--- src/rtl/imm_gen_queue.sv ---
// imm_gen_queue: buffered RISC-V immediate generator.
// Instructions enter over a valid/ready handshake. Each one is decoded into
// an immediate plus a format code and stored in an in-order FIFO. The FIFO
// head is presented to the operand side over its own valid/ready handshake.
// Optional feature macro: IMMGEN_CSR_IMM_EN. When it is defined, the CSR
// immediate forms (csrrwi/csrrsi/csrrci) decode as format Z with a
// zero-extended uimm.
// Every output comes from a register, so there is no combinational path
// from Instr, InValid, OutReady or Flush to any output.
module imm_gen_queue #(
  parameter int XLEN   = 32,
  parameter int QDEPTH = 4,
  localparam int CNTW  = $clog2(QDEPTH) + 1
) (
  input  logic            clk,
  input  logic            rst_n,
  input  logic [31:0]     Instr,
  input  logic            InValid,
  output logic            InReady,
  input  logic            Flush,
  output logic [XLEN-1:0] ImmExt,
  output logic [2:0]      ImmType,
  output logic            Illegal,
  output logic            OutValid,
  input  logic            OutReady,
  output logic [CNTW-1:0] Count
);

  localparam int PW = $clog2(QDEPTH);

  localparam logic [2:0] T_NONE = 3'd0;
  localparam logic [2:0] T_I    = 3'd1;
  localparam logic [2:0] T_S    = 3'd2;
  localparam logic [2:0] T_B    = 3'd3;
  localparam logic [2:0] T_U    = 3'd4;
  localparam logic [2:0] T_J    = 3'd5;
  localparam logic [2:0] T_Z    = 3'd6;

  localparam logic [CNTW-1:0] C_FULL = CNTW'(QDEPTH);

  // Sign-extend a 32-bit immediate to the datapath width.
  function automatic logic [XLEN-1:0] sext32(input logic [31:0] v);
    return XLEN'($signed(v));
  endfunction

  // Decoder results for the word currently on Instr.
  logic [XLEN-1:0] w_dec_imm;
  logic [2:0]      w_dec_type;
  logic            w_dec_ill;

  // FIFO state.
  logic [XLEN-1:0] r_mem_imm  [QDEPTH];
  logic [2:0]      r_mem_type [QDEPTH];
  logic            r_mem_ill  [QDEPTH];
  logic [PW-1:0]   r_wr_ptr;
  logic [PW-1:0]   r_rd_ptr;
  logic [CNTW-1:0] r_count;

  // Registered head/handshake outputs.
  logic [XLEN-1:0] r_head_imm;
  logic [2:0]      r_head_type;
  logic            r_head_ill;
  logic            r_out_valid;
  logic            r_in_ready;

  // Next-state values.
  logic            w_push;
  logic            w_pop;
  logic [PW-1:0]   w_wr_ptr_nxt;
  logic [PW-1:0]   w_rd_ptr_nxt;
  logic [CNTW-1:0] w_count_nxt;
  logic [CNTW-1:0] w_after_pop;
  logic [XLEN-1:0] w_head_imm_nxt;
  logic [2:0]      w_head_type_nxt;
  logic            w_head_ill_nxt;

  // Decode the immediate and its format from the offered instruction word.
  always_comb begin
    w_dec_imm  = {XLEN{1'b0}};
    w_dec_type = T_NONE;
    w_dec_ill  = 1'b0;
    if (Instr[1:0] != 2'b11) begin
      w_dec_ill = 1'b1;
    end else begin
      case (Instr[6:0])
        7'b0010011, 7'b0000011, 7'b1100111: begin
          w_dec_type = T_I;
          w_dec_imm  = sext32({{20{Instr[31]}}, Instr[31:20]});
        end
        7'b0011011: begin
          // OP-IMM-32 exists only on RV64.
          if (XLEN == 64) begin
            w_dec_type = T_I;
            w_dec_imm  = sext32({{20{Instr[31]}}, Instr[31:20]});
          end else begin
            w_dec_type = T_NONE;
            w_dec_imm  = {XLEN{1'b0}};
          end
        end
        7'b0100011: begin
          w_dec_type = T_S;
          w_dec_imm  = sext32({{20{Instr[31]}}, Instr[31:25], Instr[11:7]});
        end
        7'b1100011: begin
          w_dec_type = T_B;
          w_dec_imm  = sext32({{19{Instr[31]}}, Instr[31], Instr[7],
                               Instr[30:25], Instr[11:8], 1'b0});
        end
        7'b0110111, 7'b0010111: begin
          w_dec_type = T_U;
          w_dec_imm  = sext32({Instr[31:12], 12'h000});
        end
        7'b1101111: begin
          w_dec_type = T_J;
          w_dec_imm  = sext32({{11{Instr[31]}}, Instr[31], Instr[19:12],
                               Instr[20], Instr[30:21], 1'b0});
        end
`ifdef IMMGEN_CSR_IMM_EN
        7'b1110011: begin
          // funct3 101/110/111 are the immediate CSR forms.
          if (Instr[14] && (Instr[13:12] != 2'b00)) begin
            w_dec_type = T_Z;
            w_dec_imm  = XLEN'(Instr[19:15]);
          end else begin
            w_dec_type = T_NONE;
            w_dec_imm  = {XLEN{1'b0}};
          end
        end
`endif
        default: begin
          w_dec_type = T_NONE;
          w_dec_imm  = {XLEN{1'b0}};
        end
      endcase
    end
  end

  // Handshakes, pointer and occupancy updates; Flush overrides push and pop.
  always_comb begin
    w_push       = InValid & r_in_ready & ~Flush;
    w_pop        = r_out_valid & OutReady & ~Flush;
    w_wr_ptr_nxt = r_wr_ptr;
    w_rd_ptr_nxt = r_rd_ptr;
    w_count_nxt  = r_count;
    w_after_pop  = r_count - CNTW'(w_pop);
    if (Flush) begin
      w_wr_ptr_nxt = {PW{1'b0}};
      w_rd_ptr_nxt = {PW{1'b0}};
      w_count_nxt  = {CNTW{1'b0}};
    end else begin
      w_wr_ptr_nxt = r_wr_ptr + PW'(w_push);
      w_rd_ptr_nxt = r_rd_ptr + PW'(w_pop);
      w_count_nxt  = w_after_pop + CNTW'(w_push);
    end
  end

  // Pick the entry that will sit at the head after this edge; keep the old
  // head values when the FIFO will be empty.
  always_comb begin
    w_head_imm_nxt  = r_head_imm;
    w_head_type_nxt = r_head_type;
    w_head_ill_nxt  = r_head_ill;
    if (Flush || (w_count_nxt == {CNTW{1'b0}})) begin
      w_head_imm_nxt  = r_head_imm;
      w_head_type_nxt = r_head_type;
      w_head_ill_nxt  = r_head_ill;
    end else if (w_after_pop == {CNTW{1'b0}}) begin
      // Nothing left in storage, so the word being pushed becomes the head.
      w_head_imm_nxt  = w_dec_imm;
      w_head_type_nxt = w_dec_type;
      w_head_ill_nxt  = w_dec_ill;
    end else begin
      w_head_imm_nxt  = r_mem_imm[w_rd_ptr_nxt];
      w_head_type_nxt = r_mem_type[w_rd_ptr_nxt];
      w_head_ill_nxt  = r_mem_ill[w_rd_ptr_nxt];
    end
  end

  // FIFO storage write; contents are qualified by the pointers, so no reset.
  always_ff @(posedge clk) begin
    if (w_push) begin
      r_mem_imm[r_wr_ptr]  <= w_dec_imm;
      r_mem_type[r_wr_ptr] <= w_dec_type;
      r_mem_ill[r_wr_ptr]  <= w_dec_ill;
    end
  end

  // Pointer, occupancy and registered output state.
  always_ff @(posedge clk or negedge rst_n) begin
    if (!rst_n) begin
      r_wr_ptr    <= {PW{1'b0}};
      r_rd_ptr    <= {PW{1'b0}};
      r_count     <= {CNTW{1'b0}};
      r_head_imm  <= {XLEN{1'b0}};
      r_head_type <= T_NONE;
      r_head_ill  <= 1'b0;
      r_out_valid <= 1'b0;
      r_in_ready  <= 1'b1;
    end else begin
      r_wr_ptr    <= w_wr_ptr_nxt;
      r_rd_ptr    <= w_rd_ptr_nxt;
      r_count     <= w_count_nxt;
      r_head_imm  <= w_head_imm_nxt;
      r_head_type <= w_head_type_nxt;
      r_head_ill  <= w_head_ill_nxt;
      r_out_valid <= (w_count_nxt != {CNTW{1'b0}});
      r_in_ready  <= (w_count_nxt < C_FULL);
    end
  end

  assign InReady  = r_in_ready;
  assign OutValid = r_out_valid;
  assign ImmExt   = r_head_imm;
  assign ImmType  = r_head_type;
  assign Illegal  = r_head_ill;
  assign Count    = r_count;

endmodule

--- config.mk ---
export PLATFORM = sky130hd
export DESIGN_NAME = imm_gen_queue
export DESIGN_NICKNAME = d
export VERILOG_FILES = /design/src/rtl/imm_gen_queue.sv
export SDC_FILE = /design/constraint.sdc
export NUM_CORES = 1
export LEC_CHECK = 0
export CAP_MARGIN = 10
export CORE_UTILIZATION = 35
export CTS_CLUSTER_SIZE = 30
export DETAILED_ROUTE_END_ITERATION = 16
export SYNTH_ARGS = -nofsm -noshare
export SYNTH_HDL_FRONTEND = slang
export SYNTH_SLANG_ARGS = --single-unit
--- constraint.sdc ---
create_clock -name clk -period 8 [get_ports clk]
set_input_delay 1.2 -clock clk [delete_from_list [all_inputs] [get_ports clk]]
set_output_delay 1.2 -clock clk [all_outputs]
set_load 0.005 [all_outputs]
Yosys cells after proc, flatten, opt, wreduce, memory -nomap -nowiden. Memories as Yosys holds them, arrays and structs flattened. Index checks and enable logic that the tools add are counted.

Bits in registers: 45. Bits in writable memories: 144. Output and inout bits: 41. Word-level logic and storage cells: 49. Memories kept: 3. Input bits: 37.

Bitwise operators: 5. Reductions and logical operators: 6. Muxes and demuxes: 13. Add/sub/neg operators: 4. Equality and inequality tests: 9. $lt $le $gt $ge: 1.

Memories: r_mem_imm (words 4, width 32, rd ports 1, clocked after Yosys merged registers in 0, write ports 1, line 52) `logic [XLEN-1:0] r_mem_imm [QDEPTH];`; r_mem_type (words 4, width 3, rd ports 1, clocked after Yosys merged registers in 0, write ports 1, line 53) `logic [2:0] r_mem_type [QDEPTH];`; r_mem_ill (words 4, width 1, rd ports 1, clocked after Yosys merged registers in 0, write ports 1, line 54) `logic r_mem_ill [QDEPTH];`.

Operator list (count): case mux 32 bit (5 select lines) (1); 2-to-1 mux 32 bit (2); == test 7 bit (second input constant) (3); case mux 3 bit (5 select lines) (1); == test 7 x 5 -> 1 bit (second input constant) (2); == test 7 x 6 -> 1 bit (second input constant) (2); 2-to-1 mux 3 bit (3); == test 7 x 2 -> 1 bit (second input constant) (1); zero test 3 bit (2); adder 2 x 1 -> 2 bit (2); AND 1 bit (4); 2-to-1 mux 1 bit (4); 2-to-1 mux 2 bit (2); adder 3 x 1 -> 3 bit (1); < comparator 3 bit (second input constant) (1); nonzero test 3 bit (1); OR reduction 3 bit (1); subtractor 3 x 1 -> 3 bit (1); != test 2 bit (second input constant) (1); OR reduction 2 bit (1); logical OR 1 bit (1); NOT 1 bit (1).

Longest topological paths before layout. Gate-level depths: netlist (run 1).

Word-level depth: 7. Depth in mapped cells: 13. Depth with buffers taken out: 11.

Least setup slack after synthesis (run 1). No wires, ideal clock.

Path kind: in2reg. Start point: input Flush. End point: memory r_mem_ill[1] (enable). Buffers on the path: 1. Setup time: 0.482 ns. Setup slack: 3.117 ns. Required time: 7.518 ns. Data arrival time: 4.401 ns. Cell stages on the path: 3. Cells stage by stage: clkbuf_1 or2_2 nor3b_1.

Word-level cells in the longest chain between the ends: 4.

Ends and longest elaborated chain: start, declared (line 20) `input logic Flush,`; NOT 1 bit (line 140) `w_push = InValid & r_in_ready & ~Flush;`; AND 1 bit (line 140); 2-to-1 mux 1 bit (line 181) `if (w_push) begin`; 2-to-1 mux 1 bit (not written as such) (line 184) `r_mem_ill[r_wr_ptr] <= w_dec_ill;`; end, declared (line 54).

Every way passes these cells.

Worst setup path in the final report (run 1).
Start point: input Flush. End point: register r_head_imm[2] (netlist: ImmExt[2]).

Word-level cells in the longest chain between the ends: 7. Elaborated cells between the ends (all ways): 13. Classes of those cells: add/sub: 3; mux: 3; bitwise: 3; reduce/logical: 3; memory: 1.

Ends and longest elaborated chain: NOT 1 bit (line 140, 141); AND 1 bit (line 141) `w_pop = r_out_valid & OutReady & ~Flush;`; subtractor 3 x 1 -> 3 bit (line 145) `w_after_pop = r_count - CNTW'(w_pop);`; adder 3 x 1 -> 3 bit (line 153) `w_count_nxt = w_after_pop + CNTW'(w_push);`; 2-to-1 mux 3 bit (line 146) `if (Flush) begin`; zero test 3 bit (line 163) `if (Flush || (w_count_nxt == {CNTW{1'b0}})) begin`; logical OR 1 bit (line 163); end signal, assigned (line 194) `r_head_imm <= {XLEN{1'b0}};`; end signal, assigned (line 203) `r_head_imm <= w_head_imm_nxt;`; end, declared (line 60) `logic [XLEN-1:0] r_head_imm;`.

Parallel ways exist; a longest one is shown, timed or not. A chain may end at the register's enable or synchronous reset.

==> results.tsv, run 1 <==
metric	value	unit
synth_area	0.00833	mm^2
p_sw	826	uW
finalSetupTns	0	ns
cts.sinks	189	
cts_hold_repair.buffers	0	
power	2.96	mW
ys.flop_type	edfxtp_1	
wirelength	21000	um
antennaDiodeCount	0	
htree_num_levels	4	
cts_root_buffer	clkbuf_16	
cp_common_cell	buf_4	
power_density	293	mW/mm^2
cts.clk_slew.worst_paths	0.06	ns
critPathLaunchType	primary input	
syn_area_per_cell	12.8	um^2
worstPathCellList	buf_2, buf_4, nor2_1, ha_1, buf_4, nor2b_2, buf_4, a21oi_1, o22ai_1, a211oi_1, o31ai_1	
synth_nets	692	
final_area	0.0101	mm^2
holdWs	0.493	ns
core_area	0.0234	mm^2
dieArea	0.0244	mm^2
wire_per_inst	20.0	um
setup_viol	0	
p_comb_share	24.7	%
p_int	2.13	mW
crit_path_end_kind	register	
synth-edff-count	144	
num_rows	56	
syn_inst	649	
ys_warn_count	0	
nNetsFinal	757	
grt_pass1_vias	5657	
post_cts_resized	0	
crit_fanout	60	
clock_skew	0.00481	ns
io_buffers	77	
ir_drop	0.131	mV
numCtsBuffers	17	
cts_tree	yes	
area_growth	21.3	%
cpPeakStageDelay	0.79	ns
relSlewSlack	27.7	%
grt_setup_unrepaired	no	
switching_share	27.9	%
cts_setup_buffers	0	
dieHeight	156	um
async_flop_share	23.8	%
layout_min_cycle_time	4.45	ns
drv_slew	0	
synth-seq-area-share	65.4	%
status	complete, no violations	
finalCritPeriodShare	55.6	%
fin_ws	3.55	ns
clk_latency	0.43	ns
worst_ep_arrival_time	4.78	ns
grt_pass1_wl	32500	um
grt_max_degree	61	
hp-class	register to register	
drt_iter0_drc	474	
pwr-share-seq	42.1	%
worstRegToRegCells	10	
dpl_cell_area	0.00938	mm^2
min_path_cells	2	
drive_above_1_share	10.6	%
pre_cts_slack	3.03	ns
yosys-top-cells-area	edfxtp_1 52%, dfrtp_1 13%, mux2i_1 3.8%, a21oi_1 2.7%, a221oi_1 2.1%	
antenna_found_initial	0	
ios	78	
ys_types	64	
die_x	156	um
vias	5614	
leakage	3.75	nW
worst_pin_slew	1.08	ns
clk_path_buf_depth	2	
gp_congestion	0.802	
drt-vias-per-instance	5.37	
yosys.area.top_type	edfxtp_1	
drc	0	
pwr-share-clk	33.2	%
worstSetupPathType	primary input to register	
drtPass1Iterations	5	
start_util	35.6	%
detailed_place_hpwl	12200	um
ys_seq_elements	189	
hold_viol_final	0	
post-synth-top-area-fraction	51.9	%
fmax	225	MHz
maxCapViolations	0	
crit_slowest_cell	nor2b_2	
grt_remaining_overflow	0	
required	8.34	ns
drtAntennaViolNets	0	
track_usage	18.1	%
sequential cells by signal, indices dropped and copies added (netlist names):
signal and cells:
Count 3, Illegal 1, ImmExt 32, ImmType 3, InReady 1, OutValid 1, r_mem_ill 4, r_mem_imm 128
r_mem_type 12, r_rd_ptr 2, r_wr_ptr 2
metal layers:
layer / routed length (um) / global-route usage [%] / vias up
met1: 9490 / 24.4 / 2844
met2: 10200 / 29.4 / 173
met3: 910 / 2.74 / 27
met4: 342 / 6.72 / 0
met5: 0 / 0 / -
li1: - / - / 2570
placed cells by master, fill, tap and decap left out, drive strengths merged, types with 20 or more instances in the layout:
cell type	Yosys	routed
o21ai	31	31
mux2i	32	32
a221oi	20	20
nor2	41	41
a21o	20	20
edfxtp	144	144
inv	29	30
a21oi	46	46
clkdlybuf4s50	0	75
nand2	43	43
dfrtp	44	44
critical path, delay by kind of cell:
family	cells	cell delay (ns)
simple gates	2	0.98
buf+inv	4	1.63
fa+ha+maj	1	0.33
compound gates	4	0.63
stage by stage:
step	util (%)	cells
floorplan	-	649
global placement	40.1	1013
detailed placement	40.1	1013
CTS	43.1	1045
global route	43.2	1046
finish	43.2	1046
Yosys cell counts, types with 4 or more instances:
cell / instances
edfxtp_1: 144
a21oi_1: 45
dfrtp_1: 44
nand2_1: 43
nor2_1: 41
mux2i_1: 32
inv_1: 28
clkbuf_1: 21
o21ai_0: 21
a221oi_1: 20
a31oi_1: 19
nor2b_1: 19
nor3_1: 19
a21o_1: 15
and2_1: 11
o31ai_1: 11
o21ai_1: 10
buf_2: 9
nand3_1: 7
a211oi_1: 6
ha_1: 6
a2111oi_0: 5
a21o_2: 5
a22o_1: 4
buf_4: 4
buf_6: 4
o22ai_1: 4
layout make-up:
cell class	count	area [um^2]
Tap cell	319	399
Fill cell	2169	13300
Inverter	29	109
Sequential cell	189	5450
Clock inverter	14	265
Clock buffer	18	429
Multi-Input combinational cell	386	2560
Timing Repair Buffer	91	886
power by group through the flow:
stage                     registers [mW]  logic [mW]  clock network (mW)
final                               1.24       0.729               0.982
after CTS                           1.25       0.726               0.995
after floorplan                     1.25       0.381                   0
after global routing                1.26       0.805                1.03
after detailed placement            1.27       0.719                   0
after global placement              1.26       0.704                   0
worst paths after layout:
| path | start | endpoint | slack [ns] |
|---|---|---|---|
| worst max-delay path | Flush | ImmExt[2] | 3.55 |
| worst min-delay path | ImmExt[28] | ImmExt[28] | 0.49 |
| worst min register to register | ImmExt[28] | ImmExt[28] | 0.49 |
| min in group asynchronous | rst_n | OutValid | 0.87 |
| worst max register to register | OutValid | ImmExt[2] | 4.61 |
| max in group asynchronous | rst_n | ImmExt[4] | 6.67 |
cells by family after synthesis:
kind of cell / Yosys count / share of synthesized area (%)
adder cells (fa/ha/maj): 6 / 0.901
AND/OR/NAND/NOR: 158 / 9.36
multiplexers: 38 / 4.97
AO/OA/AOI/OAI: 179 / 14.5
XOR/XNOR: 5 / 0.616
flip-flops: 189 / 65.4
buffers and inverters: 74 / 4.20
(Power assumes the default switching activity.)
==> inputs of run 2 (changes only) <==
==> constraint.sdc (replaced) <==
create_clock -name clk -period 3.8 [get_ports clk]
set_input_delay 0.57 -clock clk [delete_from_list [all_inputs] [get_ports clk]]
set_output_delay 0.57 -clock clk [all_outputs]
set_load 0.005 [all_outputs]
==> run 2 against run 1 <==
  * Flip-flop and latch count did not move
  * Sequential power rose by 110%
  * Register-to-register slack got worse by 3.5 ns
  * Critical path type unchanged
==> results.tsv, run 2 (synthesized netlist as in run 1, its figures left out) <==
metric	value	unit	change
r2r-start	InReady		was OutValid
clock_skew	0.00978	ns	was 0.00481 ns
finalCritPeriodShare	73.0	%	
leakage	3.75	nW	about the same
largest-register	r_mem_imm		unchanged
area_growth	21.3	%	about the same
dieArea	0.0244	mm^2	unchanged
worst_pin_slew	1.03	ns	was 1.08 ns
hold_viol_final	0		unchanged
drive_above_1_share	11.8	%	was 10.6%
cts_tree	yes		unchanged
grt_pass1_wl	32900	um	was 32500 um
track_usage	18.1	%	about the same
start_util	35.6	%	unchanged
dieHeight	156	um	unchanged
largest_register_ff_count	128		unchanged
drtPass1Iterations	5		unchanged
maxCapViolations	0		unchanged
layout_min_cycle_time	2.77	ns	
crit_path_end_kind	register		unchanged
io_buffers	77		unchanged
clk_path_buf_depth	2		unchanged
htree_num_levels	4		unchanged
grt_setup_unrepaired	no		unchanged
wire_per_inst	20.2	um	was 20.0 um
drtAntennaViolNets	0		unchanged
wirelength	21400	um	was 21000 um
hp-class	primary input to async pin		was register to register
die_x	156	um	unchanged
numCtsBuffers	17		unchanged
postLayoutCoreUtil	43.2	%	about the same
drv_slew	0		unchanged
detailed_place_hpwl	12900	um	was 12200 um
status	complete, no violations		unchanged
antennaDiodeCount	0		unchanged
required	4.07	ns	was 8.34 ns
num_rows	56		unchanged
antenna_found_initial	0		unchanged
clk_latency	0.43	ns	about the same
cts.clk_slew.worst_paths	0.07	ns	was 0.06 ns
cts_root_buffer	clkbuf_16		unchanged
critPathLaunchType	primary input		unchanged
grt_remaining_overflow	0		unchanged
worstSetupPathType	primary input to register		unchanged
post_cts_resized	0		unchanged
drt-vias-per-instance	5.33		was 5.37
fmax	360	MHz	
layout_common_cells	144 x edfxtp_1, 75 x clkdlybuf4s50_1, 45 x a21oi_1, 44 x dfrtp_1, 43 x nand2_1		unchanged
crit_fanout	12		was 60
finalSetupTns	0	ns	unchanged
gp_congestion	0.758		was 0.802
setup_viol	0		unchanged
power_density	595	mW/mm^2	was 293 mW/mm^2
grt_max_degree	58		was 61
cts_hold_repair.buffers	0		unchanged
cts.sinks	189		unchanged
worstRegToRegCells	9		was 10
crit_start	OutReady		was Flush
vias	5641		was 5614
cts_setup_buffers	0		unchanged
layout_commonest_cell	edfxtp_1		unchanged
drc	0		unchanged
relSlewSlack	30.8	%	was 27.7%
grt_pass1_vias	5619		was 5657
ir_drop	0.291	mV	was 0.131 mV
ios	78		unchanged
nNetsFinal	769		was 757
fillers	2165		was 2169
core_area	0.0234	mm^2	unchanged
worst_ep_arrival_time	3.05	ns	was 4.78 ns
drt_iter0_drc	439		was 474
rrSetupSlack	1.11	ns	was 4.61 ns
==> run 2: cell types whose count changed in the layout (fill, tap and decap cells not counted) <==
| cell | before | now |
|---|---|---|
| clkbuf_8 | 0 | 1 |
| buf_4 | 13 | 26 |
| nor3b_2 | 2 | 1 |
| buf_16 | 1 | 0 |
| clkinvlp_4 | 2 | 5 |
| clkbuf_16 | 17 | 18 |
| clkinv_4 | 3 | 0 |
| nor3b_4 | 0 | 1 |
| clkbuf_1 | 1 | 3 |
| bufinv_16 | 7 | 3 |
| inv_6 | 1 | 0 |
| clkinv_2 | 1 | 2 |
| nor3_4 | 0 | 1 |
| nor3_2 | 1 | 0 |
==> run 2: metrics by stage <==
stage	total power [mW]	worst slack (ns)	cell area, um^2	instances	hold slack, ns
4_1_cts	6.06	1.01	10100	1058	0.184
5_1_grt	6.31	0.823	10100	1058	0.213
2_1_floorplan	3.43	0.597	8340	649	0.274
6_report	6.01	1.03	10100	1058	0.184
3_5_place_dp	4.23	0.557	9490	1026	0.480
3_3_place_gp	4.21	0.585	9490	1026	0.476
==> run 2: worst paths after layout <==
check,to
max in group asynchronous,InReady
min in group clk,ImmExt[15]
min reg2reg,ImmExt[15]
max reg2reg,ImmExt[25]
max,ImmExt[25]
min,ImmExt[16]
==> run 2: layout make-up <==
class,count,area [um^2],share of cell area (%)
multi-input cells,386,2580,25.5
repair buffers,103,956,9.46
well taps,319,399,3.95
clock inverters,10,138,1.36
clock buffers,22,475,4.71
inverters,29,109,1.08
flip-flops and latches,189,5450,53.9
==> run 2: layer usage <==
metal	share of wire [%]	track usage, %	up-vias
met5	0	0	-
met3	5.1	2.82	25
met2	48	29.5	190
li1	-	-	2583
met4	1.3	6.30	0
met1	45	24.7	2843
==> run 2: power breakdown <==
part | switching, mW | internal (mW) | total, mW | leakage (nW)
logic | 0.813 | 0.739 | 1.55 | 1.51
clock network | 0.755 | 1.09 | 1.85 | 0.284
registers | 0.154 | 2.46 | 2.62 | 1.96
==> run 2: critical path, cell delays in order <==
cell             delay [ns]
clkdlybuf4s50_1        0.46
nand2_1                0.05
nor2_1                 0.14
ha_1                   0.18
inv_1                  0.05
ha_1                   0.17
ha_1                   0.21
xor2_1                 0.17
a21o_2                 0.32
a21oi_1                0.55
a31oi_1                0.17
